$ cat src/rtl/lc3b_types.sv
// Shared LC-3b types plus branch-predictor defaults and the predictor entry layout.
package lc3b_types;

    typedef logic [15:0] lc3b_word;

    localparam int unsigned BP_ENTRIES_DEFAULT   = 16;
    localparam int unsigned BP_CTR_WIDTH_DEFAULT = 2;

    // Tag is kept as a full word (PC shifted right past the index bits); the
    // counter field is sized for the widest supported counter.
    typedef struct packed {
        logic     valid;
        lc3b_word tag;
        lc3b_word target;
        logic     uncond;
        logic [3:0] counter;
    } bp_entry_t;

endpackage

$ cat src/rtl/bp_table.sv
// Predictor entry storage with one combinational read port and one
// update/allocate write port.
module bp_table
    import lc3b_types::*;
#(
    parameter int unsigned ENTRIES   = BP_ENTRIES_DEFAULT,
    parameter int unsigned CTR_WIDTH = BP_CTR_WIDTH_DEFAULT,
    localparam int unsigned IW       = $clog2(ENTRIES)
) (
    input  logic          clk_i,
    input  logic          reset_i,
    input  logic [IW-1:0] rd_index_i,
    output bp_entry_t     rd_entry_o,
    input  logic          upd_valid_i,
    input  logic [IW-1:0] upd_index_i,
    input  lc3b_word      upd_tag_i,
    input  lc3b_word      upd_target_i,
    input  logic          upd_taken_i,
    input  logic          upd_uncond_i
);

    localparam logic [3:0] CtrMax          = 4'((1 << CTR_WIDTH) - 1);
    localparam logic [3:0] CtrWeakTaken    = 4'(1 << (CTR_WIDTH - 1));
    localparam logic [3:0] CtrWeakNotTaken = CtrWeakTaken - 4'd1;

    localparam bp_entry_t ResetEntry = '{
        valid:   1'b0,
        tag:     16'h0000,
        target:  16'h0000,
        uncond:  1'b0,
        counter: CtrWeakNotTaken
    };

    bp_entry_t table_q [ENTRIES];
    bp_entry_t cur_entry;
    bp_entry_t wr_entry;
    logic      wr_en;

    // Read port: no bypass, a same-cycle update is not visible here.
    always_comb begin
        rd_entry_o = table_q[rd_index_i];
    end

    // Update: train on a tag hit, allocate on a taken miss, ignore an untaken miss.
    always_comb begin
        cur_entry = table_q[upd_index_i];
        wr_entry  = cur_entry;
        wr_en     = 1'b0;
        if (upd_valid_i) begin
            if (cur_entry.valid && (cur_entry.tag == upd_tag_i)) begin
                wr_en           = 1'b1;
                wr_entry.uncond = upd_uncond_i;
                if (upd_taken_i) begin
                    wr_entry.target = upd_target_i;
                    if (cur_entry.counter != CtrMax) begin
                        wr_entry.counter = cur_entry.counter + 4'd1;
                    end
                end else if (cur_entry.counter != 4'd0) begin
                    wr_entry.counter = cur_entry.counter - 4'd1;
                end
            end else if (upd_taken_i) begin
                wr_en    = 1'b1;
                wr_entry = '{
                    valid:   1'b1,
                    tag:     upd_tag_i,
                    target:  upd_target_i,
                    uncond:  upd_uncond_i,
                    counter: CtrWeakTaken
                };
            end
        end
    end

    // Entry storage; reset takes priority over any concurrent update.
    always_ff @(posedge clk_i) begin
        if (reset_i) begin
            for (int i = 0; i < int'(ENTRIES); i++) begin
                table_q[i] <= ResetEntry;
            end
        end else if (wr_en) begin
            table_q[upd_index_i] <= wr_entry;
        end
    end

endmodule

$ cat src/rtl/bp_dirpred.sv
// Branch direction/target predictor: indexing (bimodal or gshare), resolved
// global history and saturating performance counters around bp_table.
module bp_dirpred
    import lc3b_types::*;
#(
    parameter int unsigned ENTRIES   = BP_ENTRIES_DEFAULT,
    parameter int unsigned CTR_WIDTH = BP_CTR_WIDTH_DEFAULT,
    parameter int unsigned GSHARE    = 0,
    localparam int unsigned IW       = $clog2(ENTRIES)
) (
    input  logic          clk_i,
    input  logic          reset_i,
    input  logic          lookup_valid_i,
    input  lc3b_word      lookup_pc_i,
    output logic          pred_hit_o,
    output logic          pred_taken_o,
    output lc3b_word      pred_target_o,
    output logic [IW-1:0] pred_index_o,
    input  logic          update_valid_i,
    input  lc3b_word      update_pc_i,
    input  lc3b_word      update_target_i,
    input  logic [IW-1:0] update_index_i,
    input  logic          update_taken_i,
    input  logic          update_uncond_i,
    input  logic          update_mispredict_i,
    output logic [15:0]   lookup_count_o,
    output logic [15:0]   mispredict_count_o
);

    logic [IW-1:0] ghr_q, ghr_d;
    logic [15:0]   lookup_count_q, lookup_count_d;
    logic [15:0]   mispredict_count_q, mispredict_count_d;
    bp_entry_t     rd_entry;
    lc3b_word      lookup_tag;
    lc3b_word      update_tag;
    logic          unused_bits;

    // Index/tag split of the lookup PC; bit 0 is the byte offset.
    always_comb begin
        pred_index_o = lookup_pc_i[IW:1] ^ ((GSHARE != 0) ? ghr_q : '0);
        lookup_tag   = lookup_pc_i >> (IW + 1);
        update_tag   = update_pc_i >> (IW + 1);
    end

    bp_table #(
        .ENTRIES   (ENTRIES),
        .CTR_WIDTH (CTR_WIDTH)
    ) u_table (
        .clk_i        (clk_i),
        .reset_i      (reset_i),
        .rd_index_i   (pred_index_o),
        .rd_entry_o   (rd_entry),
        .upd_valid_i  (update_valid_i),
        .upd_index_i  (update_index_i),
        .upd_tag_i    (update_tag),
        .upd_target_i (update_target_i),
        .upd_taken_i  (update_taken_i),
        .upd_uncond_i (update_uncond_i)
    );

    // Zero-latency prediction outputs, forced to zero without a valid lookup.
    always_comb begin
        pred_hit_o    = lookup_valid_i && rd_entry.valid && (rd_entry.tag == lookup_tag);
        pred_taken_o  = pred_hit_o && (rd_entry.counter[CTR_WIDTH-1] || rd_entry.uncond);
        pred_target_o = pred_hit_o ? rd_entry.target : 16'h0000;
    end

    // History and statistics next state; counters stick at all-ones.
    always_comb begin
        ghr_d              = ghr_q;
        lookup_count_d     = lookup_count_q;
        mispredict_count_d = mispredict_count_q;
        if (update_valid_i) begin
            ghr_d = {ghr_q[IW-2:0], update_taken_i};
        end
        if (lookup_valid_i && (lookup_count_q != 16'hFFFF)) begin
            lookup_count_d = lookup_count_q + 16'd1;
        end
        if (update_valid_i && update_mispredict_i && (mispredict_count_q != 16'hFFFF)) begin
            mispredict_count_d = mispredict_count_q + 16'd1;
        end
    end

    // History and statistics registers.
    always_ff @(posedge clk_i) begin
        if (reset_i) begin
            ghr_q              <= '0;
            lookup_count_q     <= 16'h0000;
            mispredict_count_q <= 16'h0000;
        end else begin
            ghr_q              <= ghr_d;
            lookup_count_q     <= lookup_count_d;
            mispredict_count_q <= mispredict_count_d;
        end
    end

    assign lookup_count_o     = lookup_count_q;
    assign mispredict_count_o = mispredict_count_q;

    // Offset/index bits not part of the tag, and counter bits above the MSB.
    assign unused_bits = ^{lookup_pc_i[0], update_pc_i[IW:0], rd_entry.counter};

endmodule

$ cat config.mk
export PLATFORM = sky130hd
export DESIGN_NAME = bp_dirpred
export DESIGN_NICKNAME = d
export VERILOG_FILES = /design/src/rtl/lc3b_types.sv /design/src/rtl/bp_table.sv /design/src/rtl/bp_dirpred.sv
export SDC_FILE = /design/constraint.sdc
export NUM_CORES = 1
export LEC_CHECK = 0
export CORE_MARGIN = 2
export CORE_UTILIZATION = 45
export CTS_CLUSTER_SIZE = 20
export DETAILED_ROUTE_END_ITERATION = 10
export SKIP_CTS_REPAIR_TIMING = 1
export SYNTH_ARGS = -nofsm -noshare
export SYNTH_HDL_FRONTEND = slang
export SYNTH_SLANG_ARGS = --single-unit
$ cat constraint.sdc
create_clock -name clk_i -period 7 [get_ports clk_i]
set_input_delay 0.7 -clock clk_i [delete_from_list [all_inputs] [get_ports clk_i]]
set_output_delay 0.7 -clock clk_i [all_outputs]
set_load 0.005 [all_outputs]
==> metrics.yaml <==
syn-cell-area_um2: 32500
fin_setup_tns_ns: 0
cts_buffers: 72
fp.dieH_um: 273
worstPathArrival_ns: 4.71
pwr_density_cell_nw_per_um2: 251
multi_input_area_um2: 12800
hold_viol: 0
overflow: 0
nets: 2457
slew_viol_final: 0
status: "finished, final reports clean"
placement_rows: 98
clock_sinks: 640
cts_buffer_depth: 3
timing.final.crit_share_pct: 77.2
syn_inst: 2256
drc: 0
path_max_fanout: 48
max_freq_mhz: 185
io_buffers: 106
drive_gt1_share_pct: 21.5
path_class: "in2out"
synth_most_common_cell: "edfxtp_1"
insertion_delay_ns: 0.63
fp.dieW_um: 273
cp_data_required_time_ns: 6.30
regArea_um2: 18900
synth_seq_cells: 640
drt_pass1_iterations: 7
yosysWarnings: 0
whs_ns: 0.525
hpwl_mm: 58.0
place_ws_ns: 1.49
ant_nets: 0
pin_count: 113
vias: 21300
syn_avg_cell_area_um2: 14.4
antenna_found_initial: 3
cts_tree: "done"
vdd_drop_max_v: 0.000194
end_kind: "output port"
synthFlopType: "edfxtp_1"
synth_edf_count: 608
initial_core_util_pct: 45.5
p_leak_nw: 12.8
via_per_inst: 6.26
synthArstFlopShare_pct: 0
fin_ws_ns: 1.59
grt_use_total_pct: 27.9
grt_max_degree: 81
synth_top_area_share_pct: 56.2
synth_commonest_cells: "edfxtp_1, nor2_1, mux4_2"
max_slew_margin_pct: 12.6
area_delta_synth_final_pct: 14.2
fill_cells: 5969
place.gp.congestion: 0.860
core_area_um2: 71500
skew_ns: 0.0266
rsz0062_at_grt: "no"
cts-root-buf: "clkbuf_16"
path_clk_slew_ns: 0.06
synth_top_area_cell: "edfxtp_1"
synth_cell_types: 74
drv_cap: 0
finalCriticalPeriod_ns: 5.41
setup_viol: 0
wire_per_inst_um: 30.3
hold_path_class: "reg2reg"
wl_mm: 103
tightest_slew_ns: 1.27
ys_seq_area_share_pct: 58.1
grt_pass1_wl_mm: 148
drt_iter0_markers: 2738
finalCoreUtilization_pct: 51.9
htreeDepth: 3
dieArea_um2: 74400
cp-start-kind: "primary input"
yosys-top-cells-area: "edfxtp_1, mux4_2, nor2_1, dfxtp_1, mux2i_1"
grt_pass1_vias: 21800
-- routing by layer --
layer	global-route usage (%)	vias up	share of wire, %
met4	10.0	0	3.6
li1	-	8799	-
met1	37.2	11000	38
met5	0	-	0
met3	5.03	249	9.2
met2	45.9	1172	49
-- critical path, stage by stage --
cell	delay (ns)
buf_4	0.66
buf_4	0.66
nor4b_1	0.31
a221oi_1	0.15
a21oi_1	0.43
a211oi_1	0.14
a211oi_1	0.38
nand4_1	0.14
buf_4	0.25
nor2b_1	0.17
clkdlybuf4s50_1	0.52
-- power breakdown --
part / internal (W) / leakage (nW) / switching, W
clock: 0.00225 / 1.14 / 0.00158
sequential: 0.00435 / 6.40 / 0.0000792
combinational: 0.000417 / 5.24 / 0.000623
total: 0.00702 / 12.8 / 0.00228
-- path summary, 6_finish.rpt --
check	startpoint	endpoint	slack (ns)	depth (start not counted)
worst min register to register	lookup_count_o[8]	lookup_count_o[8]	0.53	2
worst max-delay path	lookup_pc_i[2]	pred_target_o[14]	1.59	11
worst min-delay path	lookup_count_o[8]	lookup_count_o[8]	0.53	2
worst max register to register	u_table.table_q[15][31]	u_table.table_q[15][37]	2.73	11
-- state kept, by name (all words and copies together) (netlist names) --
| register | cells |
|---|---|
| lookup_count_o | 16 |
| mispredict_count_o | 16 |
| u_table.table_q | 608 |
-- per-stage QoR --
| stage | instance area [um2] | cells | power, W |
|---|---|---|---|
| floorplan | 32800 | 2335 | 0.00519 |
| global placement | 34800 | 3269 | 0.00552 |
| detailed placement | 34800 | 3269 | 0.00554 |
| CTS | 37100 | 3396 | 0.00934 |
| global route | 37100 | 3396 | 0.00955 |
| finish | 37100 | 3397 | 0.00930 |
-- placed cells by master (no fill, tap or decap), drive strengths merged, types with 22 or more instances in the layout --
master	instances
nand3	27
inv	34
xor2	28
mux2i	83
a21oi	28
clkbuf	88
clkdlybuf4s50	98
nor2b	26
mux4	279
nor2	586
xnor2	22
nand2	59
edfxtp	608
conb	80
clkinv	27
nor3	24
nand2b	35
dfxtp	32
buf	77
-- cells by family (layout without fill, tap and decap cells) --
kind of cell / Yosys count / in the layout / synth area share, %
buf+inv: 225 / 336 / 3.57
other cells: 1 / 81 / 0.0115
xor+xnor: 50 / 50 / 1.35
simple gates: 840 / 840 / 11.4
compound gates: 131 / 131 / 2.94
mux: 364 / 364 / 22.4
flops: 640 / 640 / 58.1
fa+ha+maj: 5 / 5 / 0.192
-- area by class of cell --
type                       instances  share of cell area (%)
antenna                            1                 0.00674
clock buffer                      86                    5.16
clock inverter                    41                    1.16
inverter                          32                   0.324
multi-input combinational       1470                    34.6
sequential                       640                    50.9
tap                              950                    3.20
timing repair buffer             177                    4.68
Note: power is estimated with default switching activity, not from simulation.
